$ cat src/rtl/aes_serial_host.sv
// Host-side initiator for a byte-serial AES core: streams plaintext and key out as 32 bytes,
// then gathers the 16-byte ciphertext burst, with a response watchdog and an inter-frame gap.
module aes_serial_host #(
    parameter int TIMEOUT_CYCLES = 1024,
    parameter int GAP_CYCLES     = 2
) (
    input  logic         clk,
    input  logic         rst,
    input  logic         start,
    input  logic [127:0] plain_text,
    input  logic [127:0] key,
    output logic         ser_enable,
    output logic [7:0]   ser_data,
    input  logic         ser_valid,
    input  logic [7:0]   ser_data_in,
    output logic [127:0] cipher_text,
    output logic         busy,
    output logic         done,
    output logic         error
);

    localparam int WD_W  = $clog2(TIMEOUT_CYCLES + 1);
    localparam int GAP_W = $clog2(GAP_CYCLES + 1);

    typedef enum logic [2:0] {
        IDLE,
        SEND_PT,
        SEND_KEY,
        WAIT_RESP,
        RECV,
        GAP
    } state_t;

    state_t           state;
    logic [127:0]     pt_sh;
    logic [127:0]     key_sh;
    logic [127:0]     rx_buf;
    logic [3:0]       tx_idx;
    logic [4:0]       rx_cnt;
    logic [WD_W-1:0]  wd_cnt;
    logic [GAP_W-1:0] gap_cnt;

    // Byte 0 is the most significant byte of the word.
    function automatic logic [7:0] byte_of(input logic [127:0] w, input logic [3:0] idx);
        return w[8*(15 - int'(idx)) +: 8];
    endfunction

    always_ff @(posedge clk) begin
        if (rst) begin
            state       <= IDLE;
            pt_sh       <= '0;
            key_sh      <= '0;
            rx_buf      <= '0;
            tx_idx      <= '0;
            rx_cnt      <= '0;
            wd_cnt      <= '0;
            gap_cnt     <= '0;
            ser_enable  <= 1'b0;
            ser_data    <= '0;
            cipher_text <= '0;
            busy        <= 1'b0;
            done        <= 1'b0;
            error       <= 1'b0;
        end else begin
            // NOTE: non-blocking defaults here are overridden by later assignments in the case arms,
            // which is what turns done/error into single-cycle pulses.
            done  <= 1'b0;
            error <= 1'b0;
            case (state)
                IDLE: begin
                    if (start) begin
                        pt_sh      <= plain_text;
                        key_sh     <= key;
                        tx_idx     <= '0;
                        ser_enable <= 1'b1;
                        ser_data   <= plain_text[127:120];
                        busy       <= 1'b1;
                        state      <= SEND_PT;
                    end
                end
                SEND_PT: begin
                    if (tx_idx == 4'd15) begin
                        tx_idx   <= '0;
                        ser_data <= key_sh[127:120];
                        state    <= SEND_KEY;
                    end else begin
                        tx_idx   <= tx_idx + 4'd1;
                        ser_data <= byte_of(pt_sh, tx_idx + 4'd1);
                    end
                end
                SEND_KEY: begin
                    if (tx_idx == 4'd15) begin
                        ser_enable <= 1'b0;
                        ser_data   <= '0;
                        wd_cnt     <= '0;
                        state      <= WAIT_RESP;
                    end else begin
                        tx_idx   <= tx_idx + 4'd1;
                        ser_data <= byte_of(key_sh, tx_idx + 4'd1);
                    end
                end
                WAIT_RESP: begin
                    if (ser_valid) begin
                        rx_buf[127:120] <= ser_data_in;
                        rx_cnt          <= 5'd1;
                        state           <= RECV;
                    end else if (wd_cnt == WD_W'(TIMEOUT_CYCLES - 1)) begin
                        error   <= 1'b1;
                        gap_cnt <= '0;
                        state   <= GAP;
                    end else begin
                        wd_cnt <= wd_cnt + 1'b1;
                    end
                end
                RECV: begin
                    // The full word is published one edge after the 16th byte lands.
                    if (rx_cnt == 5'd16) begin
                        cipher_text <= rx_buf;
                        done        <= 1'b1;
                        gap_cnt     <= '0;
                        state       <= GAP;
                    end else if (ser_valid) begin
                        rx_buf[8*(15 - int'(rx_cnt[3:0])) +: 8] <= ser_data_in;
                        rx_cnt <= rx_cnt + 5'd1;
                    end else begin
                        error   <= 1'b1;
                        gap_cnt <= '0;
                        state   <= GAP;
                    end
                end
                GAP: begin
                    if (gap_cnt == GAP_W'(GAP_CYCLES - 1)) begin
                        busy  <= 1'b0;
                        state <= IDLE;
                    end else begin
                        gap_cnt <= gap_cnt + 1'b1;
                    end
                end
                default: state <= IDLE;
            endcase
        end
    end

endmodule

$ cat config.mk
export PLATFORM = sky130hd
export DESIGN_NAME = aes_serial_host
export DESIGN_NICKNAME = d
export VERILOG_FILES = /design/src/rtl/aes_serial_host.sv
export SDC_FILE = /design/constraint.sdc
export NUM_CORES = 1
export LEC_CHECK = 0
export CORE_ASPECT_RATIO = 2
export CORE_UTILIZATION = 52
export DETAILED_ROUTE_END_ITERATION = 16
export PLACE_DENSITY = 0.77
export SYNTH_ARGS = -nofsm -noshare
export SYNTH_HDL_FRONTEND = slang
export SYNTH_SLANG_ARGS = --single-unit
$ cat constraint.sdc
create_clock -name clk -period 3.1 [get_ports clk]
set_input_delay 0.62 -clock clk [delete_from_list [all_inputs] [get_ports clk]]
set_output_delay 0.62 -clock clk [all_outputs]
set_load 0.03 [all_outputs]
==> results.cfg, run 1 <==
[layout]
drive_above_1_share_pct = 7.394
fin_nets = 3228
fill_cells = 3416
final_area_um2 = 28250
syn_to_final_growth_pct = 29.08

[global_routing]
grt_overflow = 0
grt_pass1_wl_mm = 102.2
grt_antenna_before_repair = 4
grt_pass1_vias = 19730
grtUsageTotal_pct = 30.25
grt_max_degree = 208

[timing]
tightest_slew_ns = 0.9323
finalSetupViolCount = 0
finalClockSkew_ns = 0.01366
finalMaxSlewViolations = 0
fin_crit_ns = 2.611
hold_violations = 0
grt_setup_unrepaired = false
finalSetupTns_ns = 0
slew_headroom_pct = 37.85
fmax_ghz = 0.3829
timing.final.crit_share_pct = 84.24

[clock_tree]
clk_path_buf_depth = 3
cts-root-buf = clkbuf_16
ctsHoldBuffers = 0
htreeDepth = 2
cts_sinks = 549
cts_tree = built
cts_buffers = 46
post_cts_buffers = 0
clk_latency_ns = 0.56
path_clk_slew_ns = 0.07
post_cts.resized_instances = 0

[floorplanning]
die_area_um2 = 42960
start_util_pct = 52.55
rows = 106
die_y_um = 292.1
io_pins = 408
core-area_um2 = 41640
die_x_um = 147.1

[logic_synthesis]
synth_enable_flop_cells = 0
syn_inst = 2644
yosys_register_bits = 549
synth_nets = 2920
yosys_most_used_dff = dfxtp_1
synth_area_per_cell_um2 = 8.277
synthArstFlopShare_pct = 0
yosysWarnings = 0
syn_area_um2 = 21880
ys_types = 61
synth_seq_area_share_pct = 50.22

[critical_path]
crit_type = register to register
endpoint_kind = register
setup.worst_path.start_class = register
required_ns = 3.53
worstPathArrival_ns = 3.04
cp_max_fo = 12

[detailed_routing]
routed_wl_mm = 65.94
drc_errors = 0
routedWlPerCell_um = 18.66
dr.pass1.iters = 5
via_count = 19730
viasPerCell = 5.583
drtIter0Drc = 1272
ant_nets = 0

[placement]
gp_congestion = 0.9193
place_area_um2 = 26470
dpl.hpwl_mm = 48.33
portBuffers = 407

[worst_hold_path]
hold_path_class = primary input to register

[pwr]
seq_power_share_pct = 45.8
vdd_drop_max_mv = 0.4971
p_int_mw = 12.45
swShare_pct = 25.37
p_leak_nw = 10.02
power_density_nw_per_um2 = 590.5
p_sw_mw = 4.232
p_clk_share_pct = 40.0
pwr-share-comb_pct = 14.2

[outcome]
status = finished clean

[flow_run]
drv_cap = 0
## routing by layer
| layer | track usage [%] | vias up | share of wire, % |
|---|---|---|---|
| li1 | - | 9519 | - |
| met1 | 30.06 | 9264 | 34 |
| met2 | 56.34 | 721 | 53 |
| met3 | 3.891 | 222 | 4.8 |
| met4 | 22.66 | 0 | 8.0 |
| met5 | 0 | - | 0 |
## per-stage QoR
step / setup WS (ns) / util [%] / total power [mW] / hold WS (ns) / cells
5_1_grt: 0.3163 / 67.83 / 17.25 / 0.2689 / 3533
4_1_cts: 0.4626 / 67.80 / 16.74 / 0.2486 / 3529
3_3_place_gp: 0.3979 / 63.56 / 10.09 / 0.4157 / 3444
3_5_place_dp: 0.3770 / 63.56 / 10.14 / 0.4215 / 3444
2_1_floorplan: 0.3759 / - / 9.141 / 0.4042 / 2644
6_report: 0.4886 / 67.83 / 16.68 / 0.2708 / 3533
## flip-flops by register name, summed over array words and instances (netlist names)
name         flops
done             1
key_sh         128
ser_data         8
error            1
pt_sh          128
rx_buf         128
ser_enable       1
rx_cnt           5
busy             1
cipher_text    128
state            3
tx_idx           4
gap_cnt          2
wd_cnt          11
## cell type report
| type | instances | area, um2 | area share, % |
|---|---|---|---|
| sequential | 549 | 10990 | 38.91 |
| multi-input combinational | 1883 | 10080 | 35.70 |
| timing repair buffer | 466 | 4697 | 16.63 |
| clock buffer | 61 | 1341 | 4.748 |
| tap | 540 | 675.6 | 2.392 |
| clock inverter | 24 | 425.4 | 1.506 |
| inverter | 6 | 22.52 | 0.07973 |
| antenna | 4 | 10.01 | 0.03544 |
## layout by cell type (no fill, tap or decap), types with 3 or more instances in the layout
cell             count
nand2b_1             6
buf_12              14
nand3b_1             3
mux4_2              62
nor2_1             114
nand2_2              3
clkinv_2             4
clkbuf_1             5
clkinvlp_4           5
xor2_1               7
a22o_1               8
bufinv_16           11
nor2b_1              6
and2_1              23
o221ai_1             8
clkdlybuf4s50_1    406
a211oi_1            10
mux2i_1             50
a211o_1              7
buf_4               45
clkbuf_8             7
and3_1               8
and4b_1              3
nand2_1            887
nand3_1             64
clkbuf_16           49
or3_1               11
nor3_1               7
o21ai_0             16
inv_1                5
ha_1                 7
xnor2_1              5
o22ai_1             15
a21oi_1            489
dfxtp_1            548
nand4_1             21
and4_1               3
nor4_1               5
diode_2              4
## power by group through the flow
stage               clock network (mW)  logic (mW)  registers [mW]
floorplan                            0        1.38            7.76
global placement                     0        2.32            7.76
detailed placement                   0        2.35            7.79
CTS                               6.75        2.37            7.63
global route                      7.02        2.56            7.67
finish                            6.67        2.37            7.64
## cell families (layout without fill, tap and decap cells)
kind of cell,Yosys count,count (layout),synth area share (%)
fa+ha+maj,8,8,0.4574
mux,113,113,8.719
compound gates,570,570,13.91
flops,549,549,50.22
buf+inv,212,557,3.916
simple gates,1179,1179,22.22
other cells,0,4,0
xor+xnor,13,13,0.5546
## critical path, stage by stage (launching register included)
cell and delay [ns]:
dfxtp_1 0.33, buf_4 0.19, ha_1 0.29, nand3_1 0.22, o22ai_1 0.44, nand4_1 0.58, mux2i_1 0.34, nor2_1 0.07
## synth_stat cells, types with 2 or more instances
cell type / count / area [um2]
o22ai_1: 15 / 93.84
nand4_1: 21 / 131.4
mux2i_1: 50 / 500.5
a311oi_1: 2 / 17.52
o21a_1: 2 / 15.01
dfxtp_1: 549 / 10990
nand3b_1: 3 / 22.52
a21o_1: 2 / 15.01
and3_1: 9 / 56.30
clkbuf_1: 175 / 656.9
nor2b_1: 6 / 37.54
and4b_1: 3 / 30.03
a31oi_1: 2 / 12.51
o221ai_1: 8 / 70.07
nor4_1: 5 / 31.28
o21ai_0: 16 / 80.08
xnor2_1: 5 / 43.79
and4_1: 3 / 26.28
ha_1: 8 / 100.1
buf_2: 19 / 95.09
nand2_1: 887 / 3329
nor2_1: 114 / 427.9
nor3b_2: 2 / 25.02
and2_1: 23 / 143.9
nand2b_1: 6 / 37.54
buf_4: 6 / 45.04
o211ai_1: 2 / 15.01
mux4_2: 62 / 1396
nand2_2: 3 / 18.77
a21oi_1: 489 / 2447
buf_6: 2 / 22.52
a22o_1: 8 / 70.07
buf_1: 4 / 15.01
nor3_1: 7 / 35.03
a211o_1: 7 / 61.31
nand3_1: 65 / 325.3
xor2_1: 7 / 61.31
a211oi_1: 10 / 75.07
or3_1: 11 / 68.82
inv_1: 5 / 18.77
## worst paths after layout
path	startpoint	end	slack, ns	cells after the start
max	rx_cnt[0]	rx_buf[35]	0.49	7
min reg2reg	wd_cnt[10]	wd_cnt[10]	0.43	2
min	rst	cipher_text[101]	0.27	2
max reg2reg	rx_cnt[0]	rx_buf[35]	0.49	7
(Power assumes the default switching activity.)
==> run 2: changes to the inputs <==
Settings changed: CORE_UTILIZATION 52 to 47, PLACE_DENSITY 0.77 to 0.73.
Clock period 3.1 ns to 2.2 ns, I/O delays scaled along.
==> run 2 against run 1 <==
  * Critical path type unchanged
  * Register-to-register slack got worse by 0.57 ns
  * Die area rose by 11%
  * Worst hold slack improved by 0.11 ns
  * Non-clock buffer count rose by 83
  * Clock skew rose by 0.018 ns
  * Clock-buffer cell count rose by 5
  * Global-route usage fell by 1.3 points
  * Largest cell class unchanged
  * Sequential share of layout area fell by 1.7 points
  * The flow now finishes with violations (setup timing)
  * Setup slack got worse by 0.57 ns
  * Largest power group unchanged
==> results.cfg, run 2 (same netlist as run 1, synthesis figures left out) <==
[clock_tree]
clk_path_buf_depth = 3
cts_sinks = 549
path_clk_slew_ns = 0.07
cts_buffers = 47
ctsHoldBuffers = 0
cts_tree = built
cts-root-buf = clkbuf_16
clk_latency_ns = 0.59
htreeDepth = 2

[detailed_routing]
via_count = 20150
routedWlPerCell_um = 19.22
routed_wl_mm = 70.04
dr.pass1.iters = 7
drc_errors = 0
viasPerCell = 5.530
ant_nets = 0
drtIter0Drc = 1220

[layout]
layout_common_cells = nand2_1, dfxtp_1, a21oi_1
drive_above_1_share_pct = 12.83
final_area_um2 = 29530
fill_cells = 3850
fin_nets = 3312
syn_to_final_growth_pct = 34.93
final_common_cell = nand2_1

[floorplanning]
rows = 111
io_pins = 408
start_util_pct = 47.75
die_x_um = 154.6
die_y_um = 307.2
core-area_um2 = 45830
die_area_um2 = 47480

[timing]
finalSetupViolCount = 38
fin_crit_ns = 2.284
timing.final.crit_share_pct = 103.8
slew_headroom_pct = 34.59
setup_slack_ns = -0.08414
grt_setup_unrepaired = true
fmax_ghz = 0.4378
finalClockSkew_ns = 0.03145
hold_violations = 0
tightest_slew_ns = 0.9812
finalSetupTns_ns = -1.293
fin_hold_ws_ns = 0.3825
finalMaxSlewViolations = 0

[critical_path]
cp_cell_sequence = inv_4, ha_4, and4bb_2, or3b_4, nor3b_4, buf_4, and2_4, mux2i_2, nor2_1
setup.worst_path.start_class = register
crit_type = register to register
required_ns = 2.64
cp_max_fo = 8
max_stage_delay_ns = 0.42
endpoint_kind = register
slowest_stage = or3b_4
worstPathArrival_ns = 2.72

[pwr]
p_leak_nw = 10.61
power_density_nw_per_um2 = 786.2
vdd_drop_max_mv = 0.6251
finalPower_mw = 23.22

[worst_hold_path]
hold_path_class = primary input to register

[global_routing]
grt_pass1_vias = 19990
grt_use_met1_pct = 29.63
grt_pass1_wl_mm = 106.6
grt_max_degree = 225
grt_overflow = 0
grt_use_met2_pct = 52.98
grt_antenna_before_repair = 9
grtUsageTotal_pct = 28.95
busiest_layer = met2
grt_use_met3_pct = 4.481

[placement]
place_area_um2 = 27310
portBuffers = 407
pre_cts_ws_ns = -0.3586
dpl.hpwl_mm = 51.25
gp_congestion = 0.9261

[flow_run]
drv_cap = 0

[outcome]
status = complete, but fails checks
failed_checks = setup timing
## run 2: routing by layer
layer	up-vias	part of all wire, %
met5	-	0.039
met4	4	7.4
met3	229	5.2
met2	760	52
met1	9477	35
li1	9681	-
## run 2: worst max-delay path, delay by kind of cell (launching register included)
family                     cells  cell delay (ns)
buffers and inverters          2             0.20
and+or+nand+nor                5             1.22
adders and majority gates      1             0.14
DFF                            1             0.35
muxes                          1             0.24
## run 2: path summary, 6_finish.rpt
path              depth (start not counted)        from  slack (ns)          end
setup / recovery                          9   rx_cnt[0]       -0.08  rx_buf[112]
hold / removal                            3         rst        0.38   rx_buf[33]
setup reg to reg                          9   rx_cnt[0]       -0.08  rx_buf[112]
hold reg to reg                           2  wd_cnt[10]        0.45   wd_cnt[10]
## run 2: area by class of cell
class	instances	area [um2]	area share [%]
sequential	549	11000	37.24
tap	565	706.9	2.394
clock inverter	18	226.5	0.7669
inverter	6	25.02	0.08475
antenna	8	20.02	0.06780
multi-input combinational	1883	10550	35.71
timing repair buffer	549	5609	19.00
clock buffer	66	1399	4.737
## run 2: repair_timing
action,4_1_cts,5_1_grt
pin swaps,15,35
gates resized for setup,46,89
cloned,1,2
setup buffers,11,3
setup endpoints to repair,91,121
## run 2: stage by stage
step	cells	util (%)
floorplan	2644	-
finish	3644	64.43
CTS	3639	63.67
detailed placement	3545	59.59
global placement	3545	59.59
global route	3642	64.42
## run 2: power by group
group	switching [mW]	internal, mW
Clock	3.83	4.93
Combinational	2.00	1.70
Sequential	0.289	10.5
==> run 3: changes to the inputs <==
Settings changed: CTS_CLUSTER_DIAMETER set to 30, SETUP_SLACK_MARGIN set to 0.1.
==> run 3 against run 2 <==
  * The flow still finishes with violations (setup timing)
  * Combinational power is 1% lower
  * Clock power is 20% higher
  * Critical path depth is 1 lower
  * Register-to-register slack better by 0.06 ns
  * Highest routed layer unchanged
  * Sequential share of layout area is 0.84 points lower
  * Flip-flop and latch count stayed put
  * Non-clock buffer count is 4 higher
  * Worst hold slack worse by 0.048 ns
  * Die area stayed put
  * Fmax is 2.8% higher
  * Global-route usage is 0.50 points higher
==> results.cfg, run 3 (same netlist as run 1, synthesis figures left out) <==
[critical_path]
crit_family = simple AND/OR/NAND/NOR gates
worstPathArrival_ns = 2.75
critical_path_buf_inv_count = 1
setup.worst_path.start_class = register
ff2ff_path_depth = 8
required_ns = 2.73
cp_max_fo = 8
slowest_stage = or3b_4
max_stage_delay_ns = 0.43
crit_cells = 8
crit_type = register to register
cp_cell_sequence = inv_2, ha_4, and4bb_2, or3b_4, nor3b_4, o211ai_1, a21oi_4, a22o_1
endpoint_kind = register

[detailed_routing]
viasPerCell = 5.524
routedWlPerCell_um = 19.41
routed_wl_mm = 71.29
dr.pass1.iters = 6
drc_errors = 0
drtIter0Drc = 1329
ant_nets = 0
via_count = 20290

[clock_tree]
clk_path_buf_depth = 3
clk_latency_ns = 0.60
cts_tree = built
htreeDepth = 2
cts-root-buf = clkbuf_16
path_clk_slew_ns = 0.06
cts_buffers = 60
cts_sinks = 549

[floorplanning]
die_y_um = 307.2
die_area_um2 = 47480
rows = 111
core-area_um2 = 45830
die_x_um = 154.6
start_util_pct = 47.75
io_pins = 408

[timing]
hold_violations = 0
fin_crit_ns = 2.222
finalSetupViolCount = 12
fmax_ghz = 0.4500
tightest_slew_ns = 1.107
fin_hold_ws_ns = 0.3345
setup_slack_ns = -0.02229
grt_setup_unrepaired = true
slew_headroom_pct = 26.18
timing.final.crit_share_pct = 101.0
finalClockSkew_ns = 0.01329
finalSetupTns_ns = -0.1443
finalMaxSlewViolations = 0

[layout]
final_common_cell = nand2_1
layout_common_cells = nand2_1, dfxtp_1, a21oi_1
syn_to_final_growth_pct = 38.04
drive_above_1_share_pct = 15.19
fin_nets = 3329
final_cells = 3673
final_area_um2 = 30210

[flow_run]
drv_cap = 0

[placement]
dpl.hpwl_mm = 51.60
gp_congestion = 0.9525
place_inst = 3546
portBuffers = 407
place_area_um2 = 27300

[global_routing]
grt_overflow = 0
grt_pass1_vias = 20310
grt_antenna_before_repair = 9
grt_max_degree = 220
grt_pass1_wl_mm = 108.6
grtUsageTotal_pct = 29.45

[outcome]
status = complete, but fails checks
failed_checks = setup timing

[pwr]
power_density_nw_per_um2 = 827.3
p_leak_nw = 11.21
vdd_drop_max_mv = 0.7149

[worst_hold_path]
min_path_cells = 4
hold_path_class = primary input to register
## run 3: changes by cell type in the layout (fill, tap and decap cells not counted), moves of 11 or more
cell / previous run / this run
a21oi_1: 478 / 457
a21oi_2: 11 / 32
clkbuf_16: 50 / 63
clkbuf_8: 13 / 1
clkdlybuf4s50_1: 402 / 355
dlygate4sd2_1: 2 / 38
dlymetal6s2s_1: 2 / 13
inv_6: 2 / 15
nand2_1: 867 / 846
nand2_2: 16 / 32
nand3_1: 52 / 41
## run 3: what timing repair did
| action | CTS | global route |
|---|---|---|
| gates resized for setup | 98 | 141 |
| endpoints found under the setup margin | 165 | 149 |
| cloned | 0 | 3 |
| pin swaps | 24 | 70 |
| hold buffers | 0 | 0 |
| setup buffers | 4 | 3 |
| endpoints found under the hold margin | 0 | 0 |
## run 3: final timing paths
path | from | endpoint | slack, ns
setup reg to reg | rx_cnt[1] | rx_buf[122] | -0.02
setup / recovery | rx_cnt[1] | rx_buf[122] | -0.02
hold reg to reg | cipher_text[19] | cipher_text[19] | 0.45
hold / removal | rst | ser_data[7] | 0.33
## run 3: layer usage
| layer | vias to the layer above | routed length [um] | GRT usage [%] |
|---|---|---|---|
| met5 | - | 13 | 0 |
| met4 | 2 | 4792 | 18.54 |
| met3 | 213 | 3498 | 4.228 |
| met2 | 708 | 38600 | 56.15 |
| met1 | 9629 | 24390 | 29.50 |
| li1 | 9737 | - | - |
## run 3: through the flow
| stage | power (mW) | util [%] | setup WS (ns) |
|---|---|---|---|
| after floorplan | 12.90 | - | -0.1606 |
| after global placement | 14.51 | 59.56 | -0.1655 |
| after detailed placement | 14.57 | 59.56 | -0.2048 |
| after CTS | 25.08 | 64.53 | -0.04045 |
| after global routing | 25.83 | 65.90 | -0.1336 |
| final | 24.99 | 65.91 | -0.02229 |
## run 3: worst min-delay path, cell delays in order
cell and delay (ns):
buf_8 0.13, clkinv_1 0.11, o221ai_1 0.11, o21ai_1 0.08
## run 3: cell type report
cell class	instances	area, um2
tap	565	706.9
multi-input combinational	1883	10760
clock buffer	68	1563
fill	3818	15620
sequential	549	11000
timing repair buffer	553	5630
clock inverter	41	510.5
antenna	8	20.02
inverter	6	25.02
## run 3: power breakdown
group / leakage, nW / total (mW) / switching [mW] / internal [mW]
Combinational: 5.74 / 3.66 / 2.03 / 1.64
Sequential: 4.46 / 10.8 / 0.311 / 10.5
Clock: 1.01 / 10.5 / 4.39 / 6.16
Total: 11.2 / 25.0 / 6.73 / 18.3
